===== config.mk =====
export PLATFORM = sky130hd
export DESIGN_NAME = hazard_sequencer_flat
export DESIGN_NICKNAME = d
export VERILOG_FILES = /design/src/rtl/hazard_sequencer_if.sv /design/src/rtl/hazard_sequencer.sv /design/src/flat_wrapper.sv
export SDC_FILE = /design/constraint.sdc
export NUM_CORES = 1
export LEC_CHECK = 0
export BUFFER_PORTS_ARGS = -buffer_cell sky130_fd_sc_hd__buf_4
export CORE_MARGIN = 10
export CORE_UTILIZATION = 30
export DETAILED_ROUTE_END_ITERATION = 10
export GPL_TIMING_DRIVEN = 0
export RECOVER_POWER = 25
export SETUP_SLACK_MARGIN = 0.4
export SLEW_MARGIN = 5
export SYNTH_ARGS = -nofsm -noshare
export SYNTH_HDL_FRONTEND = slang
export SYNTH_SLANG_ARGS = --single-unit

===== constraint.sdc =====
create_clock -name clk -period 2.8 [get_ports clk]
set_input_delay 0.56 -clock clk [delete_from_list [all_inputs] [get_ports clk]]
set_output_delay 0.56 -clock clk [all_outputs]
set_load 0.02 [all_outputs]

===== src/rtl/hazard_sequencer_if.sv =====
// Hazard/control bundle between the pipeline datapath and the hazard sequencer.
// slave is the sequencer side; master is the datapath side.
interface hazard_sequencer_if #(
  parameter int CNT_W = 16
);
  logic             mem_ex_hazard;
  logic             ex_mispredict;
  logic             muldiv_start;
  logic             muldiv_done;
  logic             dmem_ready;
  logic             pc_write;
  logic             ifid_write;
  logic             idex_write;
  logic             exmem_write;
  logic             memwb_write;
  logic             flush_ifid;
  logic             flush_idex;
  logic             flush_exmem;
  logic             muldiv_timeout;
  logic [CNT_W-1:0] stall_cnt;
  logic [CNT_W-1:0] flush_cnt;

  modport slave (
    input  mem_ex_hazard, ex_mispredict, muldiv_start, muldiv_done, dmem_ready,
    output pc_write, ifid_write, idex_write, exmem_write, memwb_write,
           flush_ifid, flush_idex, flush_exmem, muldiv_timeout, stall_cnt, flush_cnt
  );

  modport master (
    output mem_ex_hazard, ex_mispredict, muldiv_start, muldiv_done, dmem_ready,
    input  pc_write, ifid_write, idex_write, exmem_write, memwb_write,
           flush_ifid, flush_idex, flush_exmem, muldiv_timeout, stall_cnt, flush_cnt
  );
endinterface


===== src/rtl/hazard_sequencer.sv =====
// Stall/flush scheduler for the 5-stage pipeline: load-use bubbles, mispredict
// flushes, mul/div hold with timeout, memory freeze, and saturating perf counters.
//
//   state     | meaning
//   RUN       | normal issue; hazards and mul/div starts are accepted here
//   LU_BUBBLE | one cycle after a load-use stall; hazard flag masked
//   MULDIV    | front end held while the mul/div unit works
module hazard_sequencer #(
  parameter int CNT_W          = 16,
  parameter int MULDIV_MAX_CYC = 64
) (
  input  logic                clk,
  input  logic                rst_n,
  hazard_sequencer_if.slave   bus
);
  localparam int                WAIT_W    = $clog2(MULDIV_MAX_CYC) + 1;
  localparam logic [WAIT_W-1:0] WAIT_LAST = WAIT_W'(MULDIV_MAX_CYC - 1);

  typedef enum logic [1:0] {RUN, LU_BUBBLE, MULDIV} state_t;

  state_t            state_q, state_d;
  logic [WAIT_W-1:0] wait_q, wait_d;
  logic              timeout_q, timeout_d;
  logic [CNT_W-1:0]  stall_q, flush_q;

  logic pc_we, ifid_we, idex_we, exmem_we, memwb_we;
  logic fl_ifid, fl_idex, fl_exmem;
  logic hold_front;
  logic redirect;

  always_comb begin
    state_d    = state_q;
    wait_d     = wait_q;
    timeout_d  = timeout_q;
    hold_front = 1'b0;
    redirect   = 1'b0;
    pc_we      = 1'b1;
    ifid_we    = 1'b1;
    idex_we    = 1'b1;
    exmem_we   = 1'b1;
    memwb_we   = 1'b1;
    fl_ifid    = 1'b0;
    fl_idex    = 1'b0;
    fl_exmem   = 1'b0;

    if (!bus.dmem_ready) begin
      // Whole pipeline frozen; every pending event waits for memory.
      pc_we    = 1'b0;
      ifid_we  = 1'b0;
      idex_we  = 1'b0;
      exmem_we = 1'b0;
      memwb_we = 1'b0;
    end else begin
      case (state_q)
        MULDIV: begin
          if (bus.muldiv_done) begin
            state_d = RUN;
            wait_d  = '0;
          end else if (wait_q == WAIT_LAST) begin
            timeout_d = 1'b1;
            state_d   = RUN;
            wait_d    = '0;
          end else begin
            hold_front = 1'b1;
            wait_d     = wait_q + 1'b1;
          end
        end
        RUN: begin
          if (bus.muldiv_start) begin
            wait_d = WAIT_W'(1);
            if (!bus.muldiv_done) begin
              hold_front = 1'b1;
              state_d    = MULDIV;
            end
          end else if (bus.mem_ex_hazard) begin
            hold_front = 1'b1;
            state_d    = LU_BUBBLE;
          end else begin
            redirect = bus.ex_mispredict;
          end
        end
        LU_BUBBLE: begin
          state_d  = RUN;
          redirect = bus.ex_mispredict;
        end
        default: state_d = RUN;
      endcase

      if (hold_front) begin
        pc_we    = 1'b0;
        ifid_we  = 1'b0;
        idex_we  = 1'b0;
        fl_exmem = 1'b1;
      end
      if (redirect) begin
        fl_ifid = 1'b1;
        fl_idex = 1'b1;
      end
    end
  end

  always_ff @(posedge clk or negedge rst_n) begin
    if (!rst_n) begin
      state_q   <= RUN;
      wait_q    <= '0;
      timeout_q <= 1'b0;
      stall_q   <= '0;
      flush_q   <= '0;
    end else begin
      state_q   <= state_d;
      wait_q    <= wait_d;
      timeout_q <= timeout_d;
      if (!pc_we && (stall_q != '1)) stall_q <= stall_q + 1'b1;
      if (fl_ifid && (flush_q != '1)) flush_q <= flush_q + 1'b1;
    end
  end

  assign bus.pc_write       = pc_we;
  assign bus.ifid_write     = ifid_we;
  assign bus.idex_write     = idex_we;
  assign bus.exmem_write    = exmem_we;
  assign bus.memwb_write    = memwb_we;
  assign bus.flush_ifid     = fl_ifid;
  assign bus.flush_idex     = fl_idex;
  assign bus.flush_exmem    = fl_exmem;
  assign bus.muldiv_timeout = timeout_q;
  assign bus.stall_cnt      = stall_q;
  assign bus.flush_cnt      = flush_q;
endmodule

===== src/flat_wrapper.sv =====
// flat-port wrapper written by rule: the top's interface ports become plain ports
module hazard_sequencer_flat 
#(
  parameter int CNT_W          = 16,
  parameter int MULDIV_MAX_CYC = 64
)
  (clk, rst_n, bus_mem_ex_hazard, bus_ex_mispredict, bus_muldiv_start, bus_muldiv_done, bus_dmem_ready, bus_pc_write, bus_ifid_write, bus_idex_write, bus_exmem_write, bus_memwb_write, bus_flush_ifid, bus_flush_idex, bus_flush_exmem, bus_muldiv_timeout, bus_stall_cnt, bus_flush_cnt);
  hazard_sequencer_if #(.CNT_W(CNT_W)) bus_i ();
  input  logic clk;
  input  logic rst_n;
  input wire logic [$bits(bus_i.mem_ex_hazard)-1:0] bus_mem_ex_hazard;
  input wire logic [$bits(bus_i.ex_mispredict)-1:0] bus_ex_mispredict;
  input wire logic [$bits(bus_i.muldiv_start)-1:0] bus_muldiv_start;
  input wire logic [$bits(bus_i.muldiv_done)-1:0] bus_muldiv_done;
  input wire logic [$bits(bus_i.dmem_ready)-1:0] bus_dmem_ready;
  output wire logic [$bits(bus_i.pc_write)-1:0] bus_pc_write;
  output wire logic [$bits(bus_i.ifid_write)-1:0] bus_ifid_write;
  output wire logic [$bits(bus_i.idex_write)-1:0] bus_idex_write;
  output wire logic [$bits(bus_i.exmem_write)-1:0] bus_exmem_write;
  output wire logic [$bits(bus_i.memwb_write)-1:0] bus_memwb_write;
  output wire logic [$bits(bus_i.flush_ifid)-1:0] bus_flush_ifid;
  output wire logic [$bits(bus_i.flush_idex)-1:0] bus_flush_idex;
  output wire logic [$bits(bus_i.flush_exmem)-1:0] bus_flush_exmem;
  output wire logic [$bits(bus_i.muldiv_timeout)-1:0] bus_muldiv_timeout;
  output wire logic [$bits(bus_i.stall_cnt)-1:0] bus_stall_cnt;
  output wire logic [$bits(bus_i.flush_cnt)-1:0] bus_flush_cnt;
  assign bus_i.mem_ex_hazard = bus_mem_ex_hazard;
  assign bus_i.ex_mispredict = bus_ex_mispredict;
  assign bus_i.muldiv_start = bus_muldiv_start;
  assign bus_i.muldiv_done = bus_muldiv_done;
  assign bus_i.dmem_ready = bus_dmem_ready;
  assign bus_pc_write = bus_i.pc_write;
  assign bus_ifid_write = bus_i.ifid_write;
  assign bus_idex_write = bus_i.idex_write;
  assign bus_exmem_write = bus_i.exmem_write;
  assign bus_memwb_write = bus_i.memwb_write;
  assign bus_flush_ifid = bus_i.flush_ifid;
  assign bus_flush_idex = bus_i.flush_idex;
  assign bus_flush_exmem = bus_i.flush_exmem;
  assign bus_muldiv_timeout = bus_i.muldiv_timeout;
  assign bus_stall_cnt = bus_i.stall_cnt;
  assign bus_flush_cnt = bus_i.flush_cnt;
  hazard_sequencer #(.CNT_W(CNT_W), .MULDIV_MAX_CYC(MULDIV_MAX_CYC)) u_core (.clk(clk), .rst_n(rst_n), .bus(bus_i));
endmodule

==> flow_summary.ini, run 1 <==
[sta]
period_needed_ns = 2.34
slew_viol_final = 0
skew_ns = 0.00632
fin_crit_sh_pct = 83.6
slew_headroom_pct = 29.7
hold_violations = 0
rsz0062_at_grt = yes
fin_setup_tns_ns = 0
max_slew.worst_pin.slew_ns = 1.05
max_freq_mhz = 427
setup-violations-final = 0

[job]
maxCapViolCount = 0

[cts]
cts_buffers = 5
clockBufferDepth = 2
path_clk_slew_ns = 0.08
insertion_delay_ns = 0.29
cts_tree = done
cts_max_level = 2
cts_root_buf = clkbuf_8
cts.sinks = 42
hold_buffers = 0

[logic_synthesis]
synth.largest_area_cell = dfrtp_1
synthCells = 217
synth_flop_cell = dfrtp_1
async_reset_ff_share_pct = 100
ys_seq_elements = 42
synthTopCellsByArea = dfrtp_1 (48%), xnor2_1 (8.3%), nand3_1 (4.5%), and3_1 (3.4%), nand4_1 (3.4%)
synth-compound-area-share_pct = 7.78
ys_types = 41
synth_fa_ha_area_share_pct = 1.70
syn_avg_cell_area_um2 = 10.2
yosysWarnings = 0
synth_xor_area_share_pct = 8.74
synth_edf_count = 0
synth_most_common_cell = dfrtp_1
synth_top_family_by_area = simple AND/OR/NAND/NOR gates
synth_area_um2 = 2200
ys_seq_area_share_pct = 47.7
synth_nets = 227
synth_top_area_share_pct = 47.7
synth_common_cells = dfrtp_1 (42), xnor2_1 (21), nand3_1 (20)
synth_mux_area_share_pct = 3.46
synth-simple-area-share_pct = 26.7

[worst_setup_path]
end_kind = output port
r2r_slack_ns = 0.80
cp-start-kind = flip-flop
critPathMaxStageDelay_ns = 0.42
cp.required_ns = 2.24
cpLargestDelayFamily = simple AND/OR/NAND/NOR gates
critPathKind = flip-flop to output port
path_cells = ha_4 -> nand2_4 -> nor3_4 -> buf_6 -> nand3b_1 -> o21a_1 -> nor2_1 -> buf_4
cp_max_fo = 4
crit_arrival_ns = 1.78
timing.rr.start = u_core.bus.stall_cnt[0]$_DFFE_PN0P_
crit_start = u_core.wait_q[0]$_DFFE_PN0P_
slowest_stage = dfrtp_1
path_buf_inv = 2

[route]
firstDrtPassIters = 4
viasPerCell = 4.87
drtIter0Drc = 96
drc = 0
detail-route-antenna-nets = 0
wl_per_cell_um = 13.8
vias = 1852
drt_wl_total_mm = 5.24

[final_layout]
drive_gt1_share_pct = 29.2
num_antenna_cells = 0
final_area_um2 = 2900
fillers = 751
syn_to_final_growth_pct = 31.6
finalNetCount = 290

[global_routing]
grt_max_degree = 43
grt_pass1_vias = 1808
overflow = 0
grt_pass1_wl_mm = 9.16
grtUsageTotal_pct = 9.68
antenna_found_initial = 0

[worst_hold_path]
min_path_type = input port to asynchronous set/reset pin

[placed_design]
globalplace.congestion = 0.791
placed_cell_area_um2 = 2680
port-buffer-count = 47
dpl.hpwl_mm = 3.75

[power_and_ir_drop]
leakagePower_nw = 1.35
power.density_nw_per_um2 = 630
peakVddDrop_uv = 360

[die]
initial_core_util_pct = 30.6
rows = 31
die_w_um = 106
io_pins = 48
core_region_area_um2 = 7210
fp.dieH_um = 106
dieArea_um2 = 11200

[outcome]
status = completed
## cell usage in the layout (no fill, tap or decap), types with 3 or more instances in the layout
| master | n |
|---|---|
| clkbuf_8 | 6 |
| nand4_1 | 12 |
| buf_4 | 55 |
| o21a_1 | 3 |
| and4_1 | 7 |
| and2_1 | 3 |
| xnor2_1 | 21 |
| buf_6 | 7 |
| nand2b_1 | 3 |
| o31ai_1 | 3 |
| nand2_1 | 16 |
| inv_1 | 4 |
| nor2_1 | 10 |
| o21ai_0 | 6 |
| and3_1 | 12 |
| nor3_1 | 6 |
| a21oi_1 | 5 |
| dfrtp_1 | 42 |
| mux2_1 | 3 |
| nand3_1 | 20 |
## final timing paths
path	end	cells after the start
max in group asynchronous	u_core.bus.stall_cnt[6]$_DFFE_PN0P_	1
worst max register to register	u_core.bus.stall_cnt[1]$_DFFE_PN0P_	6
worst max-delay path	bus_flush_exmem	8
worst min register to register	u_core.bus.muldiv_timeout$_DFFE_PN0P_	1
worst min-delay path	u_core.bus.flush_cnt[0]$_DFFE_PN0P_	1
min in group clk	u_core.bus.muldiv_timeout$_DFFE_PN0P_	1
## routing by layer
metal | global-route usage, % | share of wire (%)
met2 | 14.6 | 46
met3 | 3.71 | 6.0
met4 | 2.90 | 0.95
met1 | 12.5 | 47
met5 | 0 | 0
## what timing repair did
| action | 4_1_cts | 5_1_grt |
|---|---|---|
| buffers inserted | 5 | 4 |
| setup endpoints to repair | 4 | 4 |
| resized for setup | 7 | 7 |
| pin swaps | 3 | 4 |
| hold endpoints to repair | 0 | 0 |
## cells by family (layout without fill, tap and decap cells)
group | Yosys count | after routing
fa+ha+maj | 3 | 3
mux | 7 | 7
xor+xnor | 22 | 22
flops | 42 | 42
buf+inv | 15 | 79
compound gates | 25 | 25
simple gates | 103 | 103
## sequential cells by signal, summed over array words and instances, names as in the netlist
name	count
u_core.bus.muldiv_timeout	1
u_core.bus.flush_cnt	16
u_core.state_q	2
u_core.wait_q	7
u_core.bus.stall_cnt	16
## through the flow
stage / util, % / hold slack (ns) / setup slack, ns / total power, mW / instances
2_1_floorplan: - / 0.264 / 0.506 / 1.14 / 217
3_3_place_gp: 37.2 / 0.446 / 0.248 / 1.37 / 363
6_report: 40.2 / 0.444 / 0.459 / 1.83 / 380
3_5_place_dp: 37.2 / 0.449 / 0.225 / 1.38 / 363
4_1_cts: 39.5 / 0.266 / 0.401 / 1.84 / 376
5_1_grt: 40.2 / 0.491 / 0.343 / 1.97 / 380
## where the power goes
part,internal (mW),switching [mW]
registers,0.701,0.135
clock network,0.198,0.209
logic,0.287,0.297
total,1.19,0.641
## worst reg2reg max path, cell delays in order, from the launching register on
cell and delay, ns:
dfrtp_1 0.44, ha_1 0.23, nand4_1 0.15, nor4_2 0.39
inv_1 0.20, nand2_1 0.15, mux2_1 0.32
## final cells by class
class                      instances  area (µm²)  area share, %
timing repair buffer              56         429           14.8
multi-input combinational        160        1100           37.9
clock buffer                       6        82.6           2.85
inverter                           5        21.3          0.733
sequential                        42        1050           36.2
buffer                            10        81.3           2.80
tap                               99         124           4.27
clock inverter                     2        12.5          0.431
Power figures use the tool's default switching activity.
==> inputs of run 2 (changes only) <==
==> constraint.sdc (replaced) <==
create_clock -name clk -period 2.4 [get_ports clk]
set_input_delay 0.48 -clock clk [delete_from_list [all_inputs] [get_ports clk]]
set_output_delay 0.48 -clock clk [all_outputs]
set_load 0.02 [all_outputs]
==> flow_summary.ini, run 2 (synthesis results as in run 1) <==
[outcome]
status = completed

[cts]
cts.sinks = 42
path_clk_slew_ns = 0.10
insertion_delay_ns = 0.30
clockBufferDepth = 2
cts_tree = done
cts_buffers = 5
cts_max_level = 2
cts_root_buf = clkbuf_8

[placed_design]
port-buffer-count = 47
globalplace.congestion = 0.799
dpl.hpwl_mm = 3.74

[worst_setup_path]
r2r_slack_ns = 0.26
crit_arrival_ns = 1.71
r2r_end = u_core.wait_q[5]$_DFFE_PN0P_
critPathKind = flip-flop to output port
path_buf_inv = 2
timing.rr.start = u_core.wait_q[0]$_DFFE_PN0P_
cp_max_fo = 2
path_cells = ha_2 -> nand2_2 -> nor3_4 -> buf_6 -> nand3b_1 -> o21a_1 -> nor2_1 -> buf_4
cpLargestDelayFamily = simple AND/OR/NAND/NOR gates
critPathMaxStageDelay_ns = 0.38
worst_r2r_path_depth = 15
end_kind = output port
cp.required_ns = 1.92
slowest_stage = dfrtp_1
cp-start-kind = flip-flop

[final_layout]
layout_commonest_cell = buf_4
num_antenna_cells = 0
finalNetCount = 304
drive_gt1_share_pct = 34.6
syn_to_final_growth_pct = 38.8
mostFrequentLayoutCells = buf_4 (59), dfrtp_1 (40), xnor2_1 (21)

[route]
viasPerCell = 4.86
detail-route-antenna-nets = 0
drt_wl_total_mm = 5.54
vias = 1914
drc = 0
wl_per_cell_um = 14.1
firstDrtPassIters = 4
drtIter0Drc = 101

[global_routing]
grtUsageTotal_pct = 9.78
gr-usage-met1_pct = 12.6
grt_util_met2_pct = 15.5
grt_pass1_vias = 1911
gr-max-usage-layer = met2
grt_pass1_wl_mm = 9.26
antenna_found_initial = 0
overflow = 0
use_met3_pct = 3.05
grt_max_degree = 43

[sta]
rsz0062_at_grt = yes
period_needed_ns = 2.19
skew_ns = 0.0183
fin_setup_tns_ns = 0
fin_crit_sh_pct = 91.0
max_freq_mhz = 458
setup-violations-final = 0
slew_viol_final = 0
slew_headroom_pct = 28.6
max_slew.worst_pin.slew_ns = 1.07
hold_violations = 0

[die]
io_pins = 48
dieArea_um2 = 11200
die_w_um = 106
fp.dieH_um = 106
rows = 31
core_region_area_um2 = 7210
initial_core_util_pct = 30.6

[power_and_ir_drop]
leakagePower_nw = 1.42
totalPowerFinal_mw = 2.17
peakVddDrop_uv = 505
power.density_nw_per_um2 = 708

[job]
maxCapViolCount = 0

[worst_hold_path]
min_path_type = input port to asynchronous set/reset pin
[run 2: cell count changes in the layout (fill, tap and decap cells not counted), moves of 2 or more]
cell     change
buf_6       +10
dfrtp_2      +2
buf_4        +4
dfrtp_1      -2
inv_6        +2
[run 2: repair_timing]
item | CTS | global route
resized for setup | 6 | 22
setup endpoints to repair | 5 | 8
pin swaps | 4 | 6
buffers inserted | 16 | 7
hold buffers | 0 | 0
[run 2: routing by layer]
| metal | routed length, µm | share of wire, % |
|---|---|---|
| met5 | 0 | 0 |
| met4 | 50 | 0.90 |
| met3 | 259 | 4.7 |
| met2 | 2710 | 49 |
| met1 | 2520 | 45 |
[run 2: stage by stage]
step	setup slack (ns)	std cells	hold slack, ns	instance area, µm²	util (%)
final	0.215	394	0.361	3060	42.4
after global routing	0.103	394	0.444	3060	42.4
after CTS	0.130	387	0.170	2940	40.7
after detailed placement	0.0970	363	0.450	2690	37.3
after global placement	0.102	363	0.446	2690	37.3
after floorplan	0.416	217	0.184	2220	-
[run 2: how the worst max path moves through the flow]
stage | slack (ns) | endpoint | cells after the start | startpoint
2_1_floorplan | 0.42 | bus_ifid_write | 7 | u_core.wait_q[0]$_DFFE_PN0P_
3_3_place_gp | 0.10 | bus_ifid_write | 8 | u_core.wait_q[0]$_DFFE_PN0P_
3_5_place_dp | 0.1 | bus_pc_write | 8 | u_core.wait_q[0]$_DFFE_PN0P_
4_1_cts | 0.13 | bus_flush_exmem | 8 | u_core.wait_q[0]$_DFFE_PN0P_
5_1_grt | 0.10 | bus_flush_exmem | 8 | u_core.wait_q[0]$_DFFE_PN0P_
6_report | 0.21 | bus_flush_exmem | 8 | u_core.wait_q[0]$_DFFE_PN0P_
[run 2: where the power goes]
| group | switching [mW] | leakage (nW) | total, mW | internal (mW) |
|---|---|---|---|---|
| sequential | 0.152 | 0.555 | 0.972 | 0.820 |
| clock | 0.258 | 0.0408 | 0.466 | 0.208 |
| combinational | 0.363 | 0.828 | 0.728 | 0.365 |
| total | 0.773 | 1.42 | 2.17 | 1.39 |
[run 2: cell type report]
type	count	area [µm²]
Buffer	10	81.3
Clock buffer	5	68.8
Clock inverter	3	23.8
Fill cell	716	4150
Inverter	5	23.8
Multi-Input combinational cell	160	1110
Sequential cell	42	1050
Tap cell	99	124
Timing Repair Buffer	70	572
[run 2: worst register-to-register path: stages (launching register included)]
cell      delay [ns]
dfrtp_1         0.40
ha_2            0.20
nand2_2         0.09
nor3_4          0.05
buf_6           0.11
nand3b_1        0.16
buf_4           0.15
buf_6           0.10
buf_6           0.10
buf_6           0.10
buf_6           0.10
buf_6           0.11
buf_6           0.10
buf_6           0.11
buf_6           0.11
o21ai_2         0.09
==> inputs of run 3 (changes only) <==
--- a/config.mk
+++ b/config.mk
@@ -9,7 +9,9 @@
 export CORE_MARGIN = 10
 export CORE_UTILIZATION = 30
 export DETAILED_ROUTE_END_ITERATION = 10
+export GPL_ROUTABILITY_DRIVEN = 0
 export GPL_TIMING_DRIVEN = 0
+export PLACE_DENSITY = 0.5
 export RECOVER_POWER = 25
 export SETUP_SLACK_MARGIN = 0.4
 export SLEW_MARGIN = 5
==> flow_summary.ini, run 3 (synthesis results as in run 1) <==
[placed_design]
dp.cells = 363
port-buffer-count = 47
dpl.hpwl_mm = 3.88
dpl_worst_slack_ns = 0.0813

[worst_setup_path]
crit_start = u_core.wait_q[1]$_DFFE_PN0P_
cp-start-kind = flip-flop
worst_r2r_path_depth = 15
cp.required_ns = 1.92
timing.rr.start = u_core.wait_q[1]$_DFFE_PN0P_
crit_arrival_ns = 1.77
end_kind = output port
cp_max_fo = 2
critPathKind = flip-flop to output port

[die]
fp.dieH_um = 106
core_region_area_um2 = 7210
die_w_um = 106
io_pins = 48
rows = 31
dieArea_um2 = 11200
initial_core_util_pct = 30.6

[sta]
period_needed_ns = 2.25
fin_crit_sh_pct = 93.9
max_slew.worst_pin.slew_ns = 1.09
fin_setup_tns_ns = 0
worst_slack_ns = 0.147
max_freq_mhz = 444
slew_viol_final = 0
rsz0062_at_grt = yes
setup-violations-final = 0
hold_violations = 0
slew_headroom_pct = 27.7
skew_ns = 0.00403

[cts]
cts.sinks = 42
hold_buffers = 0
cts_tree = done
cts_buffers = 5
clockBufferDepth = 2
cts_root_buf = clkbuf_8
path_clk_slew_ns = 0.08
insertion_delay_ns = 0.29
cts_max_level = 2

[route]
drt_wl_total_mm = 5.68
detail-route-antenna-nets = 0
wl_per_cell_um = 14.5
vias = 1893
drtIter0Drc = 60
drc = 0
viasPerCell = 4.84
firstDrtPassIters = 4

[power_and_ir_drop]
internal-power_mw = 1.41
leakagePower_nw = 1.43
totalPowerFinal_mw = 2.17
power.density_nw_per_um2 = 715
pwr-share-seq_pct = 44.9
switching_share_pct = 34.9
power_switching_mw = 0.757
peakVddDrop_uv = 415
clock_power_share_pct = 22.0
combPwrFrac_pct = 33.1

[job]
maxCapViolCount = 0

[global_routing]
overflow = 0
antenna_found_initial = 0
grt_pass1_vias = 1959
grt_pass1_wl_mm = 9.56
grtUsageTotal_pct = 10.2
grt_max_degree = 43

[final_layout]
syn_to_final_growth_pct = 37.5
fin_cells = 391
final_util_pct = 42.0
num_antenna_cells = 0
finalNetCount = 301
drive_gt1_share_pct = 32.5
mostFrequentLayoutCells = buf_4 (57), dfrtp_1 (42), xnor2_1 (21)
layout_commonest_cell = buf_4

[worst_hold_path]
min_path_type = input port to asynchronous set/reset pin

[outcome]
status = completed
run 3: cell type report:
type                            count  area [µm²]
Buffer                             10        81.3
Clock buffer                        7        86.3
Clock inverter                      1        5.00
Fill cell                         740        4180
Inverter                            5        21.3
Multi-Input combinational cell    160        1120
Sequential cell                    42        1050
Tap cell                           99         124
Timing Repair Buffer               67         546
run 3: path summary, 6_finish.rpt:
kind / endpoint / slack [ns]
max in group asynchronous: u_core.bus.stall_cnt[5]$_DFFE_PN0P_ / 1.36
hold / removal: u_core.bus.flush_cnt[0]$_DFFE_PN0P_ / 0.38
setup reg to reg: u_core.wait_q[5]$_DFFE_PN0P_ / 0.24
setup / recovery: bus_flush_exmem / 0.15
min in group clk: u_core.state_q[0]$_DFFE_PN0P_ / 0.46
hold reg to reg: u_core.bus.muldiv_timeout$_DFFE_PN0P_ / 0.46
run 3: what timing repair did:
item,in CTS,in global routing
setup buffers,15,5
pin swaps,4,4
endpoints found under the setup margin,5,7
resized for setup,7,16
run 3: power by group through the flow:
stage,clock (mW),sequential [mW],combinational [mW]
6_report,0.476,0.974,0.717
3_3_place_gp,0,0.989,0.619
5_1_grt,0.528,0.992,0.789
3_5_place_dp,0,0.989,0.631
4_1_cts,0.499,0.974,0.704
2_1_floorplan,0,1.06,0.269
run 3: worst max-delay path, stage by stage, from the launching register on:
cell      delay (ns)
dfrtp_1         0.41
ha_4            0.17
nand2_4         0.06
nor3_4          0.23
buf_6           0.15
nand3b_1        0.13
o21a_1          0.15
nor2_1          0.04
buf_4           0.16
run 3: metal layers:
metal	global-route usage, %	part of all wire, %	vias up
met2	15.8	45	42
met3	4.20	7.2	5
met1	12.7	46	922
met4	3.19	1.2	0
met5	0	0	-
li1	-	-	924
run 3: through the flow:
step,hold WS (ns),area (µm²)
final,0.381,3030
after global routing,0.455,3030
after CTS,0.202,2940
after detailed placement,0.449,2690
after global placement,0.452,2690
after floorplan,0.184,2220
